$ cat src/rtl/vec_cmd_issuer.sv
// Single-command initiator for the vector accelerator: latches a host command, issues it,
// waits for done (and read data for reads) under a cycle timeout, and returns one response.
module vec_cmd_issuer #(
  parameter int els_p     = 8,
  parameter int vlen_p    = 4,
  parameter int vdw_p     = 4,
  parameter int timeout_p = 64,
  localparam int v_addr_width_lp = (els_p > 1) ? $clog2(els_p) : 1,
  localparam int vw_lp           = vlen_p * vdw_p,
  localparam int timer_width_lp  = $clog2(timeout_p + 1)
) (
  input  logic                       clk_i,
  input  logic                       reset_i,

  input  logic [3:0]                 cmd_op_i,
  input  logic [v_addr_width_lp-1:0] cmd_addrA_i,
  input  logic [v_addr_width_lp-1:0] cmd_addrB_i,
  input  logic [v_addr_width_lp-1:0] cmd_addrC_i,
  input  logic [vw_lp-1:0]           cmd_scalar_i,
  input  logic [vw_lp-1:0]           cmd_data_i,
  input  logic                       cmd_v_i,
  output logic                       cmd_ready_o,

  output logic [3:0]                 acc_op_o,
  output logic [v_addr_width_lp-1:0] acc_addrA_o,
  output logic [v_addr_width_lp-1:0] acc_addrB_o,
  output logic [v_addr_width_lp-1:0] acc_addrC_o,
  output logic [vw_lp-1:0]           acc_scalar_o,
  output logic [vw_lp-1:0]           acc_w_data_o,
  output logic                       acc_v_o,
  input  logic                       acc_ready_i,
  input  logic                       acc_done_i,
  input  logic [vw_lp-1:0]           acc_r_data_i,
  input  logic                       acc_v_i,
  output logic                       acc_yumi_o,

  output logic [3:0]                 resp_op_o,
  output logic [vw_lp-1:0]           resp_data_o,
  output logic                       resp_err_o,
  output logic                       resp_v_o,
  input  logic                       resp_yumi_i
);

  typedef enum logic [1:0] {IDLE, ISSUE, WAIT, RESP} state_e;

  localparam logic [3:0]                op_read_c   = 4'b1000;
  localparam logic [timer_width_lp-1:0] timer_max_c = timer_width_lp'(timeout_p - 1);

  state_e                    state_q;
  logic [timer_width_lp-1:0] timer_q;
  logic                      done_seen_q;
  logic                      data_seen_q;

  logic is_read, in_wait, complete, timed_out;

  assign is_read     = (acc_op_o == op_read_c);
  assign in_wait     = (state_q == WAIT);
  assign cmd_ready_o = (state_q == IDLE);

  // Read data is taken only once per command, and only while the accelerator offers it.
  assign acc_yumi_o = in_wait & is_read & acc_v_i & ~data_seen_q & ~reset_i;

  assign complete  = in_wait & (done_seen_q | acc_done_i)
                   & (~is_read | data_seen_q | acc_yumi_o);
  assign timed_out = in_wait & (timer_q == timer_max_c);

  // The op register doubles as the response op: it is held until the next accept.
  assign resp_op_o = acc_op_o;

  // NOTE: sequential state uses non-blocking assignments so every register samples
  // pre-edge values regardless of statement order.
  always_ff @(posedge clk_i) begin
    if (reset_i) begin
      state_q      <= IDLE;
      timer_q      <= '0;
      done_seen_q  <= 1'b0;
      data_seen_q  <= 1'b0;
      acc_op_o     <= '0;
      acc_addrA_o  <= '0;
      acc_addrB_o  <= '0;
      acc_addrC_o  <= '0;
      acc_scalar_o <= '0;
      acc_w_data_o <= '0;
      acc_v_o      <= 1'b0;
      resp_data_o  <= '0;
      resp_err_o   <= 1'b0;
      resp_v_o     <= 1'b0;
    end else begin
      unique case (state_q)
        IDLE: if (cmd_v_i) begin
          acc_op_o     <= cmd_op_i;
          acc_addrA_o  <= cmd_addrA_i;
          acc_addrB_o  <= cmd_addrB_i;
          acc_addrC_o  <= cmd_addrC_i;
          acc_scalar_o <= cmd_scalar_i;
          acc_w_data_o <= cmd_data_i;
          acc_v_o      <= 1'b1;
          resp_data_o  <= '0;
          resp_err_o   <= 1'b0;
          state_q      <= ISSUE;
        end
        ISSUE: if (acc_ready_i) begin
          acc_v_o     <= 1'b0;
          timer_q     <= '0;
          done_seen_q <= 1'b0;
          data_seen_q <= 1'b0;
          state_q     <= WAIT;
        end
        WAIT: begin
          timer_q <= timer_q + 1'b1;
          if (acc_done_i) done_seen_q <= 1'b1;
          // resp_data_o is the capture register; it stays 0 for non-read ops.
          if (acc_yumi_o) begin
            data_seen_q <= 1'b1;
            resp_data_o <= acc_r_data_i;
          end
          if (complete) begin
            resp_v_o   <= 1'b1;
            resp_err_o <= 1'b0;
            state_q    <= RESP;
          end else if (timed_out) begin
            resp_v_o    <= 1'b1;
            resp_err_o  <= 1'b1;
            resp_data_o <= '0;
            state_q     <= RESP;
          end
        end
        RESP: if (resp_yumi_i) begin
          resp_v_o <= 1'b0;
          state_q  <= IDLE;
        end
        default: state_q <= IDLE;
      endcase
    end
  end

endmodule

$ cat config.mk
export PLATFORM = sky130hd
export DESIGN_NAME = vec_cmd_issuer
export DESIGN_NICKNAME = d
export VERILOG_FILES = /design/src/rtl/vec_cmd_issuer.sv
export SDC_FILE = /design/constraint.sdc
export NUM_CORES = 1
export LEC_CHECK = 0
export CORE_ASPECT_RATIO = 1.5
export CORE_MARGIN = 4
export CORE_UTILIZATION = 37
export CTS_CLUSTER_DIAMETER = 200
export DETAILED_ROUTE_END_ITERATION = 8
export PLACE_DENSITY = 0.76
export SYNTH_ARGS = -nofsm -noshare
export SYNTH_HDL_FRONTEND = slang
export SYNTH_SLANG_ARGS = --single-unit
$ cat constraint.sdc
create_clock -name clk_i -period 1.6 [get_ports clk_i]
set_input_delay 0.24 -clock clk_i [delete_from_list [all_inputs] [get_ports clk_i]]
set_output_delay 0.24 -clock clk_i [all_outputs]
set_load 0.05 [all_outputs]
== Yosys cells after proc, flatten, opt, wreduce, memory -nomap -nowiden ==
Index checks and enable logic that the tools add are counted.

* $add $sub $neg: 1
* Multipliers: 0
* Divide/modulo/power cells: 0
* Order comparisons: 0
* Equal/unequal tests: 11
* Shift-type cells: 0
* Mux-type cells: 27
* Bitwise operators: 13
* Reduce and logical (&&, ||, !) cells: 14

{| class="wikitable"
|+ Operator list
! cell !! number
|-
| $mux W16 || 4
|-
| $pmux W16 S2 || 1
|-
| $reduce_and A3 Y1 || 5
|-
| $pmux W7 S2 || 1
|-
| $mux W2 || 5
|-
| $ne A2 B2 Y1 const B || 5
|-
| $pmux W1 S2 || 5
|-
| $mux W1 || 9
|-
| $pmux W2 S4 || 1
|-
| $reduce_bool A2 Y1 || 4
|-
| $add A7 B1 Y7 const B || 1
|-
| $and A1 B1 Y1 || 7
|-
| $eq A7 B6 Y1 const B || 1
|-
| $mux W7 || 1
|-
| $reduce_and A2 Y1 || 3
|-
| $eq A2 B2 Y1 const B || 2
|-
| $eq A4 B4 Y1 const B || 1
|-
| $reduce_and A4 Y1 || 1
|-
| $ne A3 B1 Y1 const B || 1
|-
| $not A1 Y1 || 3
|-
| $or A1 B1 Y1 || 3
|-
| $eq A2 B1 Y1 const B || 1
|-
| $logic_not A2 Y1 || 1
|}

* Register bits: 75
* Bits in latches: 0
* Bits in writable memories: 0
* ROM bits: 0
* Input port bits: 68
* Output and inout port bits: 70
* Word-level logic and storage cells: 80
* Memories: 0

== Longest topological paths before layout ==
Gate-level depths: netlist of run 1.

* Word-level depth: 9
* Depth in mapped cells: 9
* Gate-level depth less buffers: 6

== Worst setup path before layout of run 1 ==
No wires, ideal clock.

* Path type: register -> register
* Start: register acc_op_o[3]
* End: register data_seen_q
* Library setup time: 0.069 ns
* Arrival time: 2.500 ns
* Setup slack: -0.970 ns
* Stages on the path, launching flop included: 5
* Buffers on the path: 0
* Period minus slack after synthesis: 2.570 ns
* Cells stage by stage: dfxtp_1 or3b_4 nor3_1 a21oi_1 nor2_1

* Cells in the longest elaborated chain, start to end: 7

{| class="wikitable"
|+ RTL lines
! what !! line !! RTL
|-
| start, declared || 24 || <nowiki>output logic [3:0] acc_op_o,</nowiki>
|-
| start signal, assigned || 91 || <nowiki>acc_op_o <= cmd_op_i;</nowiki>
|-
| $eq A4 B4 Y1 || 56 || <nowiki>assign is_read = (acc_op_o == op_read_c);</nowiki>
|-
| $and A1 B1 Y1 (4 in a row) || 61 || <nowiki>assign acc_yumi_o = in_wait & is_read & acc_v_i & ~data_seen_q & ~reset_i;</nowiki>
|-
| net acc_yumi_o || 35 || <nowiki>output logic acc_yumi_o,</nowiki>
|-
| $ne A2 B2 Y1 (no source line) || -- ||
|-
| $reduce_and A3 Y1 (no source line) || -- ||
|-
| end signal, assigned || 77 || <nowiki>data_seen_q <= 1'b0;</nowiki>
|-
| end signal, assigned || 106 || <nowiki>data_seen_q <= 1'b0;</nowiki>
|-
| end signal, assigned || 114 || <nowiki>data_seen_q <= 1'b1;</nowiki>
|-
| end, declared || 52 || <nowiki>logic data_seen_q;</nowiki>
|}

The timed path passes the listed nets, and every way through them passes these cells.
A chain may end at the register's enable or synchronous reset.

== Worst setup path in the final report of run 1 ==
* Start: register acc_op_o[3]
* End: output acc_yumi_o

* Cells in the longest elaborated chain, start to end: 5

{| class="wikitable"
|+ RTL lines
! what !! line
|-
| $eq A4 B4 Y1 || 56
|-
| $and A1 B1 Y1 (4 in a row) || 61
|-
| end, declared || 35
|}

No other way between the ends.

==> results.txt, run 1 <==
slowest library cell on the worst path -> or3b_4
LEAKAGE -> 2.06 nW
grt total ovfl -> 0
vias -> 2934
Routed WL -> 8780 um
number of inserted diodes -> 0
Hold Path Sink -> timer_q[1]$_SDFFE_PP0P_
Critical Path Max Stage Delay -> 0.40 ns
CTS Root Cell -> clkbuf_16
Max Clock Freq -> 0.559 GHz
Yosys warning total -> 0
Worst Path Buf+Inv -> 2
synthesized area per cell -> 8.68 um2
die height -> 118 um
nets@finish -> 580
hold depth -> 3
TritonCTS clock tree -> yes
Hold Path Class -> input port to flop
VDD IR max -> 0.00122 V
vias in the first global route -> 2929
Worst EP arrival -> 1.55 ns
largest net degree at the start of global routing -> 31
global-route wire length before repair -> 13800 um
I/O pins -> 138
CTS clock-pin slew for the worst setup and hold paths -> 0.06 ns
FF-to-FF Start -> acc_op_o[3]$_SDFFE_PP0P_
Vias/cell -> 4.79
DRT iter0 DRCs -> 98
RSZ-0062 raised after global routing -> yes
drt first pass iters -> 4
Post-Syn Instances -> 341
initial core utilization -> 38.4%
Total GRT Usage -> 18.4%
Worst slew margin -> 77.3%
Worst R2R Setup Slack -> -0.17 ns
clock skew -> 0.00650 ns
crit path kind -> flop to primary output
Hold Path Origin -> reset_i
CTS Buf Count -> 9
share of layout cells above drive strength 1 -> 30.6%
fin crit period -> 1.79 ns
post-place instance area -> 4530 um2
Final period util -> 112%
DP Wirelength -> 6500 um
CP Max Fanout -> 2
Max Root-Sink Buffers -> 2
Worst Tran Pin Value -> 0.341 ns
Post-Syn Area -> 2960 um2
final worst slack -> -0.188 ns
failing checks -> setup timing
Critical R2R Capture -> resp_data_o[7]$_SDFFE_PP0P_
# port buffers -> 137
Pwr Density -> 1490 nW/um2
status -> finished with violations
endpoints failing hold -> 0
DR WL/cell -> 14.4 um
CTS H-Tree Depth -> 3
FP Rows -> 39
final slew viol count -> 0
DRC -> 0
fillers -> 659
clock net sink count -> 75
reg2reg path depth -> 7
DP Worst Slack -> -0.170 ns
CP Launch Type -> flop
most frequent cells in the layout -> 101 x buf_4, 99 x nand2_1, 69 x dfxtp_1
post-route cell area -> 5010 um2
sequential area share after synthesis -> 50.7%
total die area -> 9530 um2
Unique masters post-synth -> 40
Syn Nets -> 415
routability cong. -> 0.780
Layout area overhead -> 69.4%
core area -> 7710 um2
hold-fix buffers at CTS -> 0
hold slack -> 0.452 ns
max_cap viols -> 0
Crit. End Element -> primary output
antenna viol nets, final -> 0
final setup fails -> 21
Required @ worst endpoint -> 1.36 ns
Seq cells post-synth -> 75
Die X -> 81.0 um
initial antenna violation count -> 0
worst path cell trace -> or3b_4 -> buf_6 -> nor3_4 -> buf_12
commonest non-fill, non-tap cell in the layout -> buf_4
Clock Latency Late Sink -> 0.33 ns
delay-heaviest family, CP -> simple AND/OR/NAND/NOR gates
## cell families (layout without fill, tap and decap cells)
family	Yosys count	in the layout	share of synthesized area, %
AO/OA/AOI/OAI	61	61	12.6
buffers and inverters	28	197	5.03
XOR/XNOR	5	5	1.48
AND/OR/NAND/NOR	146	146	20.8
flip-flops	75	75	50.7
adder cells (fa/ha/maj)	6	6	2.54
multiplexers	20	20	6.85
## sequential cells by signal, summed over array words and instances, names as in the netlist
name / count
timer_q: 7
state_q: 2
acc_addrA_o: 3
acc_addrC_o: 3
resp_v_o: 1
resp_data_o: 16
resp_err_o: 1
acc_scalar_o: 16
acc_addrB_o: 3
acc_op_o: 4
acc_v_o: 1
data_seen_q: 1
acc_w_data_o: 16
done_seen_q: 1
## synth_stat cells, drive strengths merged
cell     count  area (um2)
nor4b        2        23.8
o21ai        1        5.00
or3b         1        11.3
o221a        1        11.3
nand3b       2        15.0
buf         12        88.8
a32oi        1        8.76
inv          5        18.8
xnor2        1        8.76
nand2b       3        18.8
dfxtp       75        1500
clkbuf      11        41.3
a211o        1        8.76
nand2      100         375
ha           6        75.1
xor2         4        35.0
nand3        2        10.0
o32ai        1        16.3
or2          2        12.5
and4b        1        10.0
a21oi       49         245
mux2i       18         180
nor2        26        97.6
and2         1        6.26
a2bb2oi      1        8.76
a221oi       1        8.76
mux2         2        22.5
nor2b        1        6.26
a21bo        1        10.0
o221ai       1        26.3
nor3         1        5.00
a31oi        2        12.5
and3         1        6.26
nand4        3        18.8
o32a         1        10.0
## routing by layer
layer	up-vias	routed length, um	global-route usage (%)
li1	1458	-	-
met1	1355	3270	19.2
met2	110	4620	33.1
met3	11	709	5.44
met4	0	179	8.03
met5	-	0	0
## cell type report
cell class	count	area [um2]	share of cell area [%]
repair buffers	177	1600	31.9
flip-flops and latches	75	1510	30.1
multi-input cells	238	1420	28.3
clock buffers	10	229	4.57
well taps	102	128	2.55
clock inverters	5	104	2.07
inverters	5	21.3	0.424
## how the worst max path moves through the flow
stage / from / end / slack (ns) / depth (start not counted)
finish: acc_op_o[3]$_SDFFE_PP0P_ / acc_yumi_o / -0.19 / 4
global route: acc_op_o[3]$_SDFFE_PP0P_ / resp_data_o[9]$_SDFFE_PP0P_ / -0.25 / 7
CTS: acc_op_o[3]$_SDFFE_PP0P_ / resp_data_o[9]$_SDFFE_PP0P_ / -0.20 / 6
detailed placement: cmd_v_i / resp_data_o[9]$_SDFFE_PP0P_ / -0.17 / 6
global placement: cmd_v_i / resp_data_o[9]$_SDFFE_PP0P_ / -0.10 / 6
floorplan: acc_op_o[3]$_SDFFE_PP0P_ / resp_data_o[10]$_SDFFE_PP0P_ / -0.19 / 6
## where the power goes
part	internal (mW)	leakage, nW	switching, mW
Combinational	1.20	1.28	1.77
Clock	1.51	0.163	0.745
Sequential	2.11	0.614	0.145
Total	4.83	2.06	2.66
## worst reg2reg max path, delay by kind of cell, from the launching register on
kind / cells / cell delay (ns)
flip-flops: 1 / 0.34
buffers and inverters: 3 / 0.49
multiplexers: 1 / 0.20
AND/OR/NAND/NOR: 3 / 0.64
## through the flow
step | power, mW | std cells | TNS, ns | utilization, %
CTS | 7.50 | 610 | -3.30 | 63.8
floorplan | 4.01 | 341 | -2.46 | -
finish | 7.49 | 612 | -2.99 | 65.0
global route | 7.86 | 612 | -4.57 | 65.0
global placement | 5.09 | 592 | -1.57 | 58.8
detailed placement | 5.16 | 592 | -2.79 | 58.8
## repair_timing
item,CTS,global route
gates resized for setup,7,11
setup endpoints to repair,28,28
pin swaps,2,5
gates cloned,0,1
setup buffers,3,1
No activity file was read; power rests on OpenSTA's default activity.
==> run 2: changes to the inputs <==
--- a/config.mk
+++ b/config.mk
@@ -7,10 +7,10 @@
 export LEC_CHECK = 0
 export CORE_ASPECT_RATIO = 1.5
 export CORE_MARGIN = 4
-export CORE_UTILIZATION = 37
+export CORE_UTILIZATION = 44
 export CTS_CLUSTER_DIAMETER = 200
 export DETAILED_ROUTE_END_ITERATION = 8
-export PLACE_DENSITY = 0.76
+export PLACE_DENSITY = 0.85
 export SYNTH_ARGS = -nofsm -noshare
 export SYNTH_HDL_FRONTEND = slang
 export SYNTH_SLANG_ARGS = --single-unit
==> constraint.sdc (replaced) <==
create_clock -name clk_i -period 2.3 [get_ports clk_i]
set_input_delay 0.345 -clock clk_i [delete_from_list [all_inputs] [get_ports clk_i]]
set_output_delay 0.345 -clock clk_i [all_outputs]
set_load 0.05 [all_outputs]
==> results.txt, run 2 (synthesized netlist as in run 1, its figures left out) <==
routability cong. -> 0.812
CTS H-Tree Depth -> 3
Clock Latency Late Sink -> 0.34 ns
grt total ovfl -> 0
Worst slew margin -> 63.7%
WP depth -> 5
DR WL/cell -> 14.7 um
VDD IR max -> 0.000602 V
most frequent cells in the layout -> 134 x clkdlybuf4s50_1, 100 x nand2_1, 75 x dfxtp_1
clock skew -> 0.00635 ns
Final period util -> 91.8%
Layout area overhead -> 52.9%
LEAKAGE -> 1.65 nW
final setup fails -> 0
global-route wire length before repair -> 12400 um
fillers -> 509
RSZ-0062 raised after global routing -> no
Worst Tran Pin Value -> 0.543 ns
Routed WL -> 8130 um
fin crit period -> 2.11 ns
crit path kind -> flop to primary output
Worst EP arrival -> 1.77 ns
nets@finish -> 547
Die X -> 75.0 um
CTS Buf Count -> 9
largest net degree at the start of global routing -> 49
DRT iter0 DRCs -> 164
FF/Latch Area -> 1500 um2
antenna viol nets, final -> 0
Final Core Density -> 69.3%
DP Wirelength -> 6280 um
slowest library cell on the worst path -> dfxtp_1
DRC -> 0
Crit. End Element -> primary output
Fin Setup TNS -> 0 ns
number of inserted diodes -> 0
Max Root-Sink Buffers -> 2
Vias/cell -> 5.06
total die area -> 8130 um2
CTS Root Cell -> clkbuf_8
hold depth -> 2
endpoints failing hold -> 0
hold-fix buffers at CTS -> 0
max_cap viols -> 0
FP Rows -> 36
TritonCTS clock tree -> yes
vias -> 2786
clock net sink count -> 75
reg2reg path depth -> 7
Total GRT Usage -> 20.1%
worst path cell trace -> inv_1 -> ha_1 -> nand3b_1 -> nor3_2 -> buf_12
Max Clock Freq -> 0.474 GHz
initial core utilization -> 45.3%
delay-heaviest family, CP -> simple AND/OR/NAND/NOR gates
CP Max Fanout -> 6
core area -> 6530 um2
drt first pass iters -> 4
die height -> 108 um
commonest non-fill, non-tap cell in the layout -> clkdlybuf4s50_1
initial antenna violation count -> 0
Pwr Density -> 913 nW/um2
# port buffers -> 137
CP Launch Type -> flop
biggest regs -> acc_scalar_o x16, acc_w_data_o x16, resp_data_o x16
vias in the first global route -> 2763
CTS clock-pin slew for the worst setup and hold paths -> 0.07 ns
Multi-input gate area -> 1320 um2
I/O pins -> 138
Hold Path Class -> input port to flop
final slew viol count -> 0
share of layout cells above drive strength 1 -> 6.95%
status -> complete, no violations
Required @ worst endpoint -> 1.96 ns
Worst Path Buf+Inv -> 2
Critical Path Max Stage Delay -> 0.34 ns
==> run 2: path summary, 6_finish.rpt <==
check	endpoint	startpoint	slack, ns
worst max-delay path	acc_yumi_o	state_q[0]$_SDFFE_PP0P_	0.19
worst min-delay path	resp_v_o$_SDFFE_PP0P_	reset_i	0.28
worst max register to register	resp_data_o[12]$_SDFFE_PP0P_	state_q[0]$_SDFFE_PP0P_	0.32
worst min register to register	acc_w_data_o[0]$_SDFFE_PP0P_	acc_w_data_o[0]$_SDFFE_PP0P_	0.45
==> run 2: worst reg2reg max path: stages (launching register included) <==
cell and delay (ns):
dfxtp_1 0.34, inv_1 0.12, ha_1 0.33, nand3b_1 0.20, nor4b_4 0.23, buf_4 0.31, mux2i_1 0.25, nor2_1 0.06
==> run 2: layout make-up <==
| type | instances | share of cell area [%] |
|---|---|---|
| Clock buffer | 10 | 3.04 |
| Tap cell | 76 | 2.10 |
| Sequential cell | 75 | 33.2 |
| Clock inverter | 3 | 0.387 |
| Inverter | 5 | 0.415 |
| Timing Repair Buffer | 144 | 31.6 |
| Multi-Input combinational cell | 238 | 29.3 |
==> run 2: report_power, final <==
part | leakage [nW] | switching (mW) | internal [mW]
Combinational | 0.960 | 1.12 | 0.623
Clock | 0.0799 | 0.435 | 0.399
Sequential | 0.611 | 0.0993 | 1.46
==> run 2: per-layer routing <==
layer	vias up	wire [um]	global-route usage, %
li1	1386	-	-
met1	1267	2900	20.7
met2	110	4230	35.2
met3	23	709	5.67
met4	0	289	11.1
met5	-	0	0
==> run 2: metrics by stage <==
stage	power, mW	cells	hold slack (ns)	cell area, um2	worst slack (ns)
floorplan	2.75	341	0.429	2970	0.150
global route	4.35	551	0.271	4530	0.0991
global placement	3.30	538	0.442	4370	0.377
finish	4.13	551	0.277	4530	0.189
CTS	4.18	551	0.249	4520	0.0516
detailed placement	3.34	538	0.448	4370	0.301
==> run 2: what timing repair did <==
action | 4_1_cts | 5_1_grt
setup buffers | 0 | 0
endpoints found under the setup margin | 0 | 1
resized for setup | 0 | 1
hold endpoints to repair | 0 | 0
==> run 3: changes to the inputs <==
--- a/config.mk
+++ b/config.mk
@@ -10,7 +10,7 @@
 export CORE_UTILIZATION = 44
 export CTS_CLUSTER_DIAMETER = 200
 export DETAILED_ROUTE_END_ITERATION = 8
-export PLACE_DENSITY = 0.85
+export PLACE_DENSITY_LB_ADDON = 0.2
 export SYNTH_ARGS = -nofsm -noshare
 export SYNTH_HDL_FRONTEND = slang
 export SYNTH_SLANG_ARGS = --single-unit
==> results.txt, run 3 (synthesized netlist as in run 1, its figures left out) <==
status -> complete, no violations
die height -> 108 um
final setup fails -> 0
Max Clock Freq -> 0.460 GHz
Max Root-Sink Buffers -> 2
clock skew -> 0.00693 ns
FP Rows -> 36
CP Max Fanout -> 11
initial core utilization -> 45.3%
routability cong. -> 0.732
final slew viol count -> 0
Hold Path Sink -> resp_err_o$_SDFFE_PP0P_
worst path cell trace -> inv_1 -> ha_2 -> nand3b_1 -> nor3_2 -> buf_12
DP Wirelength -> 5710 um
fin crit period -> 2.17 ns
Critical R2R Capture -> resp_data_o[13]$_SDFFE_PP0P_
CTS Root Cell -> clkbuf_8
Layout area overhead -> 54.9%
Worst slew margin -> 64.3%
VDD IR max -> 0.000622 V
DRT iter0 DRCs -> 104
share of layout cells above drive strength 1 -> 7.35%
Die X -> 75.0 um
Vias/cell -> 4.95
Fin Setup TNS -> 0 ns
reg2reg path depth -> 7
I/O pins -> 138
global-route wire length before repair -> 12200 um
max_cap viols -> 0
most frequent cells in the layout -> 134 x clkdlybuf4s50_1, 100 x nand2_1, 75 x dfxtp_1
antenna viol nets, final -> 0
Hold Path Origin -> reset_i
biggest regs -> acc_scalar_o x16, acc_w_data_o x16, resp_data_o x16
number of inserted diodes -> 0
Final Core Density -> 70.2%
hold-fix buffers at CTS -> 0
commonest non-fill, non-tap cell in the layout -> clkdlybuf4s50_1
CTS clock-pin slew for the worst setup and hold paths -> 0.08 ns
Critical Path Max Stage Delay -> 0.34 ns
hold depth -> 2
grt total ovfl -> 0
Routed WL -> 7860 um
Hold Path Class -> input port to flop
crit path kind -> flop to primary output
Pwr Density -> 964 nW/um2
CTS H-Tree Depth -> 3
post-route cell area -> 4580 um2
endpoints failing hold -> 0
DRC -> 0
Clock Latency Late Sink -> 0.35 ns
Final period util -> 94.4%
Worst R2R Setup Slack -> 0.34 ns
fillers -> 541
# port buffers -> 137
FF-to-FF Start -> state_q[0]$_SDFFE_PP0P_
Total GRT Usage -> 19.6%
drt first pass iters -> 4
vias in the first global route -> 2663
largest net degree at the start of global routing -> 50
LEAKAGE -> 1.68 nW
TritonCTS clock tree -> yes
vias -> 2732
Worst EP arrival -> 1.83 ns
initial antenna violation count -> 0
CP Launch Type -> flop
DR WL/cell -> 14.2 um
nets@finish -> 545
clock net sink count -> 75
final std cells w/o fill -> 552
total die area -> 8130 um2
RSZ-0062 raised after global routing -> no
post-place instance area -> 4350 um2
Required @ worst endpoint -> 1.96 ns
Placed Cells -> 536
Crit. End Element -> primary output
core area -> 6530 um2
slowest library cell on the worst path -> dfxtp_1
Worst Tran Pin Value -> 0.533 ns
CTS Buf Count -> 9
## run 3: timing repair
item                       in CTS  in global routing
buffers inserted                0                  0
setup endpoints to repair       1                  1
pin swaps                       0                  0
gates resized for setup         1                  1
## run 3: worst max path at each step
stage	startpoint	end	slack (ns)	cells after the start
2_1_floorplan	acc_op_o[3]$_SDFFE_PP0P_	acc_yumi_o	0.15	2
3_3_place_gp	state_q[0]$_SDFFE_PP0P_	resp_data_o[12]$_SDFFE_PP0P_	0.35	7
3_5_place_dp	state_q[0]$_SDFFE_PP0P_	resp_data_o[2]$_SDFFE_PP0P_	0.22	7
4_1_cts	state_q[0]$_SDFFE_PP0P_	cmd_ready_o	0.01	3
5_1_grt	state_q[0]$_SDFFE_PP0P_	acc_yumi_o	0.02	5
6_report	state_q[0]$_SDFFE_PP0P_	acc_yumi_o	0.13	5
## run 3: stage by stage
step	total power [mW]	setup slack, ns	hold WS [ns]
2_1_floorplan	2.75	0.150	0.429
3_3_place_gp	3.30	0.348	0.441
3_5_place_dp	3.32	0.219	0.446
4_1_cts	4.48	0.0145	0.226
5_1_grt	4.66	0.0173	0.237
6_report	4.42	0.128	0.242
## run 3: power breakdown
part	internal [mW]	switching, mW	total (mW)
logic	0.614	1.11	1.72
clock network	0.664	0.472	1.14
registers	1.46	0.0978	1.56
total	2.74	1.68	4.42
## run 3: area by class of cell
type	instances	area [um2]	share of cell area, %
Tap cell	76	95.1	2.07
Timing Repair Buffer	142	1420	30.9
Clock inverter	5	75.1	1.64
Sequential cell	75	1500	32.8
Multi-Input combinational cell	238	1330	28.9
Clock buffer	11	151	3.30
Inverter	5	18.8	0.409
## run 3: per-layer routing
layer | GRT usage [%] | share of wire (%)
met5 | 0 | 0
met2 | 32.7 | 50
met4 | 7.12 | 1.7
met1 | 21.4 | 39
met3 | 9.02 | 9.5
## run 3: worst max-delay path, delay by kind of cell, from the launching register on
kind | cells | cell delay, ns
flops | 1 | 0.34
buf+inv | 2 | 0.30
fa+ha+maj | 1 | 0.34
simple gates | 2 | 0.50
==> RTL change 1, RTL diff (settings of run 1) <==
Set the parameter `timeout_p` to 128 (it was 64).
--- a/src/rtl/vec_cmd_issuer.sv
+++ b/src/rtl/vec_cmd_issuer.sv
@@ -4,7 +4,7 @@
   parameter int els_p     = 8,
   parameter int vlen_p    = 4,
   parameter int vdw_p     = 4,
-  parameter int timeout_p = 64,
+  parameter int timeout_p = 128,
   localparam int v_addr_width_lp = (els_p > 1) ? $clog2(els_p) : 1,
   localparam int vw_lp           = vlen_p * vdw_p,
   localparam int timer_width_lp  = $clog2(timeout_p + 1)
Formal check against the unedited RTL: no difference found for any inputs over 10 cycles, from zero or initial values and one cycle with reset_i high; that may be too few to reach the edited logic, so the function may still have changed.
==> RTL change 1 against run 1 <==
The run still ends with negative setup slack left. Sequential cell count increased by 1. Area after synthesis increased by 0.59%. Worst setup slack improved by 0.0015 ns. Design area increased by 0.90%. Total power increased by 0.12%. Count of clock-buffer cells in the layout increased by 2. Combinational power about the same. Clock skew increased by 0.00091 ns. Routed wire length increased by 0.64%. Critical path type is now flip-flop to flip-flop. Critical endpoint is now resp_data_o[0]$_SDFFE_PP0P_. Largest cell class unchanged.
==> RTL change 1: results (changes against run 1) <==
| Metric | Value |
|---|---|
| IO Port Bufs | 137 (unchanged) |
| Met2 Usage GRT | 32.0% (was 33.1%) |
| Largest net degree at the start of global routing | 46 (was 31) |
| Placed Cells | 599 (was 592) |
| Data arrival, critical path | 2.01 ns (was 1.55 ns) |
| Seq. cell area | 1540 um^2 (was 1510 um^2) |
| Initial DRC count | 96 (was 98) |
| CLK BUF | 12 (was 10) |
| Non-clock buffer share | 31.1% (was 31.9%) |
| Placement Cell Area | 4520 um^2 (was 4530 um^2) |
| Proportion of layout cells with a drive suffix above 1 | 29.3% (was 30.6%) |
| First-pass GRT wire length | 13.4 mm (was 13.8 mm) |
| CP max stage delay | 0.55 ns (was 0.40 ns) |
| Status | finished, violations left (unchanged) |
| Pwr dens | 1480 nW/um^2 (was 1490 nW/um^2) |
| Non-CTS buffers | 173 (was 177) |
| Peak supply drop | 0.920 mV (was 1.22 mV) |
| Post-Route WL | 8.84 mm (was 8.78 mm) |
| Synth Net Count | 423 (was 415) |
| Pint | 4810 uW (was 4830 uW) |
| Multi-input gates | 245 (was 238) |
| Asr flop ratio synth | 0% (unchanged) |
| Post-synthesis sequential area ratio | 51.1% (was 50.7%) |
| Synth cell types | 41 (was 40) |
| Initial antenna violation count | 0 (unchanged) |
| Post-synthesis adder-cell area fraction | 2.52% (was 2.54%) |
| Comb pwr share | 39.8% (was 39.7%) |
| Clock-cell share of area | 6.65% (was 6.64%) |
| Routed wire length on met3 | 647 um (was 709 um) |
| Routed met1 length | 3.29 mm (was 3.27 mm) |
| Root Buffer | clkbuf_16 (unchanged) |
| Number of synthesized register bits | 76 (was 75) |
| Filler cells | 652 (was 659) |
| Post-cts resize count | 23 (was 7) |
| Leak | 0.00221 uW (was 0.00206 uW) |
| Setup violators final | 19 (was 21) |
| GRT Total Usage | 18.2% (was 18.4%) |
| Violated checks | negative setup slack (unchanged) |
| TNS Setup | -2.87 ns (was -2.99 ns) |
| Synth Area in XOR/XNOR | 1.47% (was 1.48%) |
| Post-synthesis compound-gate area fraction | 12.1% (was 12.6%) |
| Syn Area/Cell | 8.53 um^2 (was 8.68 um^2) |
| Nets@finish | 584 (was 580) |
| WL met2 | 4.58 mm (was 4.62 mm) |
| Vias | 2942 (was 2934) |
| Multi-input logic portion of the cell area | 28.9% (was 28.3%) |
| Crit-path max FO | 8 (was 2) |
| Commonest cells in the netlist | nand2_1, dfxtp_1, a21oi_1, nor2_1, mux2i_1 (unchanged) |
| Area grow syn2layout | 69.9% (was 69.4%) |
| Setup WS pre-CTS | -0.320 ns (was -0.170 ns) |
| Gate Count Post-Synth | 349 (was 341) |
| Met3 usage | 6.28% (was 5.44%) |
| Worst Slack Setup Final | -0.186 ns (was -0.188 ns) |
| Hpwl dp | 6.36 mm (was 6.50 mm) |
| Post-synthesis mux area share | 6.81% (was 6.85%) |
| Clock skew | 0.00741 ns (was 0.00650 ns) |
| Final GP Congestion | 0.805 (was 0.780) |
RTL change 1: path summary, 6_finish.rpt:
| path | slack, ns | startpoint | end | depth (start not counted) |
|---|---|---|---|---|
| setup / recovery | -0.19 | acc_op_o[1]$_SDFFE_PP0P_ | resp_data_o[0]$_SDFFE_PP0P_ | 5 |
| hold / removal | 0.29 | reset_i | state_q[0]$_SDFFE_PP0P_ | 3 |
| setup reg to reg | -0.19 | acc_op_o[1]$_SDFFE_PP0P_ | resp_data_o[0]$_SDFFE_PP0P_ | 5 |
| hold reg to reg | 0.45 | acc_w_data_o[0]$_SDFFE_PP0P_ | acc_w_data_o[0]$_SDFFE_PP0P_ | 2 |
RTL change 1: cells by family after synthesis:
group | Yosys count
AO/OA/AOI/OAI | 64
XOR/XNOR | 5
adder cells (fa/ha/maj) | 6
buffers and inverters | 28
flip-flops | 76
multiplexers | 20
AND/OR/NAND/NOR | 150
==> RTL change 2, RTL diff (config.mk and constraints of run 1) <==
Made on the original files. Re-encode `state_e` (4 states) as Gray code, 2 bits wide.
--- a/src/rtl/vec_cmd_issuer.sv
+++ b/src/rtl/vec_cmd_issuer.sv
@@ -41,7 +41,7 @@
   input  logic                       resp_yumi_i
 );
 
-  typedef enum logic [1:0] {IDLE, ISSUE, WAIT, RESP} state_e;
+  typedef enum logic [1:0] {IDLE = 2'b00, ISSUE = 2'b01, WAIT = 2'b11, RESP = 2'b10} state_e;
 
   localparam logic [3:0]                op_read_c   = 4'b1000;
   localparam logic [timer_width_lp-1:0] timer_max_c = timer_width_lp'(timeout_p - 1);
Check against the original RTL: same outputs for any inputs over 10 cycles, from zero or initial values and one cycle with reset_i high; not proved beyond that.
==> RTL change 2 against run 1 <==
The flow still finishes with violations (negative setup slack). Area after synthesis rose by 1.1%. Sequential cell count did not move. Routed wire length fell by 1.1%. Utilization fell by 1.3 points. Worst setup slack got worse by 0.18 ns. Cell count rose by 3.3%. First-iteration DRC count rose by 15%. Sequential share of layout area rose by 0.59 points. Design area fell by 1.4%. Total power fell by 21%. Largest power group is now sequential cells.
==> RTL change 2: results (changes against run 1) <==
| Metric | Value |
|---|---|
| Vias | 3086 (was 2934) |
| Top cells by area, synth | dfxtp_1, nand2_1, a21oi_1, nand3_1, o21ai_0 (was dfxtp_1, nand2_1, a21oi_1, mux2i_1, nor2_1) |
| Final GP Congestion | 0.846 (was 0.780) |
| CP max-delay cell | or4b_4 (was or3b_4) |
| Peak supply drop | 1.09 mV (was 1.22 mV) |
| Status | finished, violations left (unchanged) |
| CP max stage delay | 0.53 ns (was 0.40 ns) |
| Proportion of layout cells with a drive suffix above 1 | 27.0% (was 30.6%) |
| Gate Count Post-Synth | 365 (was 341) |
| Leak | 0.00202 uW (was 0.00206 uW) |
| Synth top area share | 50.2% (was 50.7%) |
| ANT cells | 0 (unchanged) |
| Synth cell types | 38 (was 40) |
| Data arrival, critical path | 1.73 ns (was 1.55 ns) |
| Largest net degree at the start of global routing | 55 (was 31) |
| Post-Layout Cell Count | 632 (was 612) |
| Drt first pass iters | 4 (unchanged) |
| Violated checks | negative setup slack (unchanged) |
| Synth Net Count | 438 (was 415) |
| First-pass GRT wire length | 14.1 mm (was 13.8 mm) |
| Setup violators final | 21 (unchanged) |
| Commonest cells in the netlist | nand2_1, dfxtp_1, a21oi_1, nand3_1, o21ai_0 (was nand2_1, dfxtp_1, a21oi_1, nor2_1, mux2i_1) |
| Post-synthesis sequential area ratio | 50.2% (was 50.7%) |
| Initial DRC count | 113 (was 98) |
| Placed Cells | 614 (was 592) |
| WL per Instance | 13.7 um (was 14.4 um) |
| Asr flop ratio synth | 0% (unchanged) |
| Max_slew headroom | 61.6% (was 77.3%) |
| Worst-path clk slew | 0.06 ns (about the same) |
| Clock skew | 0.00992 ns (was 0.00650 ns) |
| Worst Slack Setup Final | -0.369 ns (was -0.188 ns) |
| Max Cap Viol | 0 (unchanged) |
| GRT Total Usage | 18.1% (was 18.4%) |
-- RTL change 2: critical path, delay by kind of cell (launching register included) --
kind	cells	cell delay (ns)
simple gates	2	0.75
flops	1	0.34
buf+inv	3	0.32
-- RTL change 2: through the flow --
step	setup TNS, ns	worst slack [ns]	utilization, %
after floorplan	-5.24	-0.328	-
after global placement	-3.67	-0.200	58.7
after detailed placement	-4.59	-0.262	58.7
after CTS	-6.67	-0.353	63.2
after global routing	-8.07	-0.441	63.7
final	-6.48	-0.369	63.7
-- RTL change 2: layout make-up --
| class | instances | area (um^2) |
|---|---|---|
| timing repair buffer | 174 | 1560 |
| sequential | 75 | 1520 |
| clock inverter | 5 | 60.1 |
| multi-input combinational | 259 | 1410 |
| inverter | 6 | 25.0 |
| tap | 102 | 128 |
| clock buffer | 11 | 243 |
| fill | 695 | 2820 |
-- RTL change 2: timing repair --
item                                    4_1_cts  5_1_grt
gates resized for setup                       7        9
buffers inserted                              2        0
endpoints found under the hold margin         0        0
endpoints found under the setup margin       24       25
pin swaps                                     1        4
-- RTL change 2: per-layer routing --
| metal | GRT usage (%) | vias to the layer above | share of wire [%] |
|---|---|---|---|
| met5 | 0 | - | 0 |
| met4 | 5.60 | 0 | 2.2 |
| met3 | 5.78 | 21 | 8.9 |
| met2 | 32.0 | 123 | 51 |
| met1 | 20.0 | 1394 | 38 |
| li1 | - | 1548 | - |
-- RTL change 2: power groups by stage --
stage | sequential, uW | combinational (uW) | clock [uW]
floorplan | 2520 | 618 | 0
global placement | 2110 | 1730 | 0
detailed placement | 2110 | 1750 | 0
CTS | 2080 | 1770 | 2060
global route | 2100 | 1900 | 2150
finish | 2080 | 1770 | 2030
-- RTL change 2: cell families (layout without fill, tap and decap cells) --
family	after synthesis	in the layout	share of synthesized area (%)
and+or+nand+nor	149	149	22.2
AOI/OAI and AO/OA	99	99	18.9
DFF	75	75	50.2
buffers and inverters	31	196	4.77
adders and majority gates	5	5	2.09
xor gates and xnor gates	4	4	1.17
muxes	2	2	0.711
-- RTL change 2: worst paths after layout --
check,end,start,depth (start not counted),slack [ns]
setup / recovery,acc_yumi_o,acc_op_o[0]$_SDFFE_PP0P_,5,-0.37
hold / removal,resp_data_o[7]$_SDFFE_PP0P_,reset_i,5,0.36
setup reg to reg,resp_data_o[6]$_SDFFE_PP0P_,acc_op_o[0]$_SDFFE_PP0P_,6,-0.37
hold reg to reg,acc_scalar_o[15]$_SDFFE_PP0P_,acc_scalar_o[15]$_SDFFE_PP0P_,2,0.45
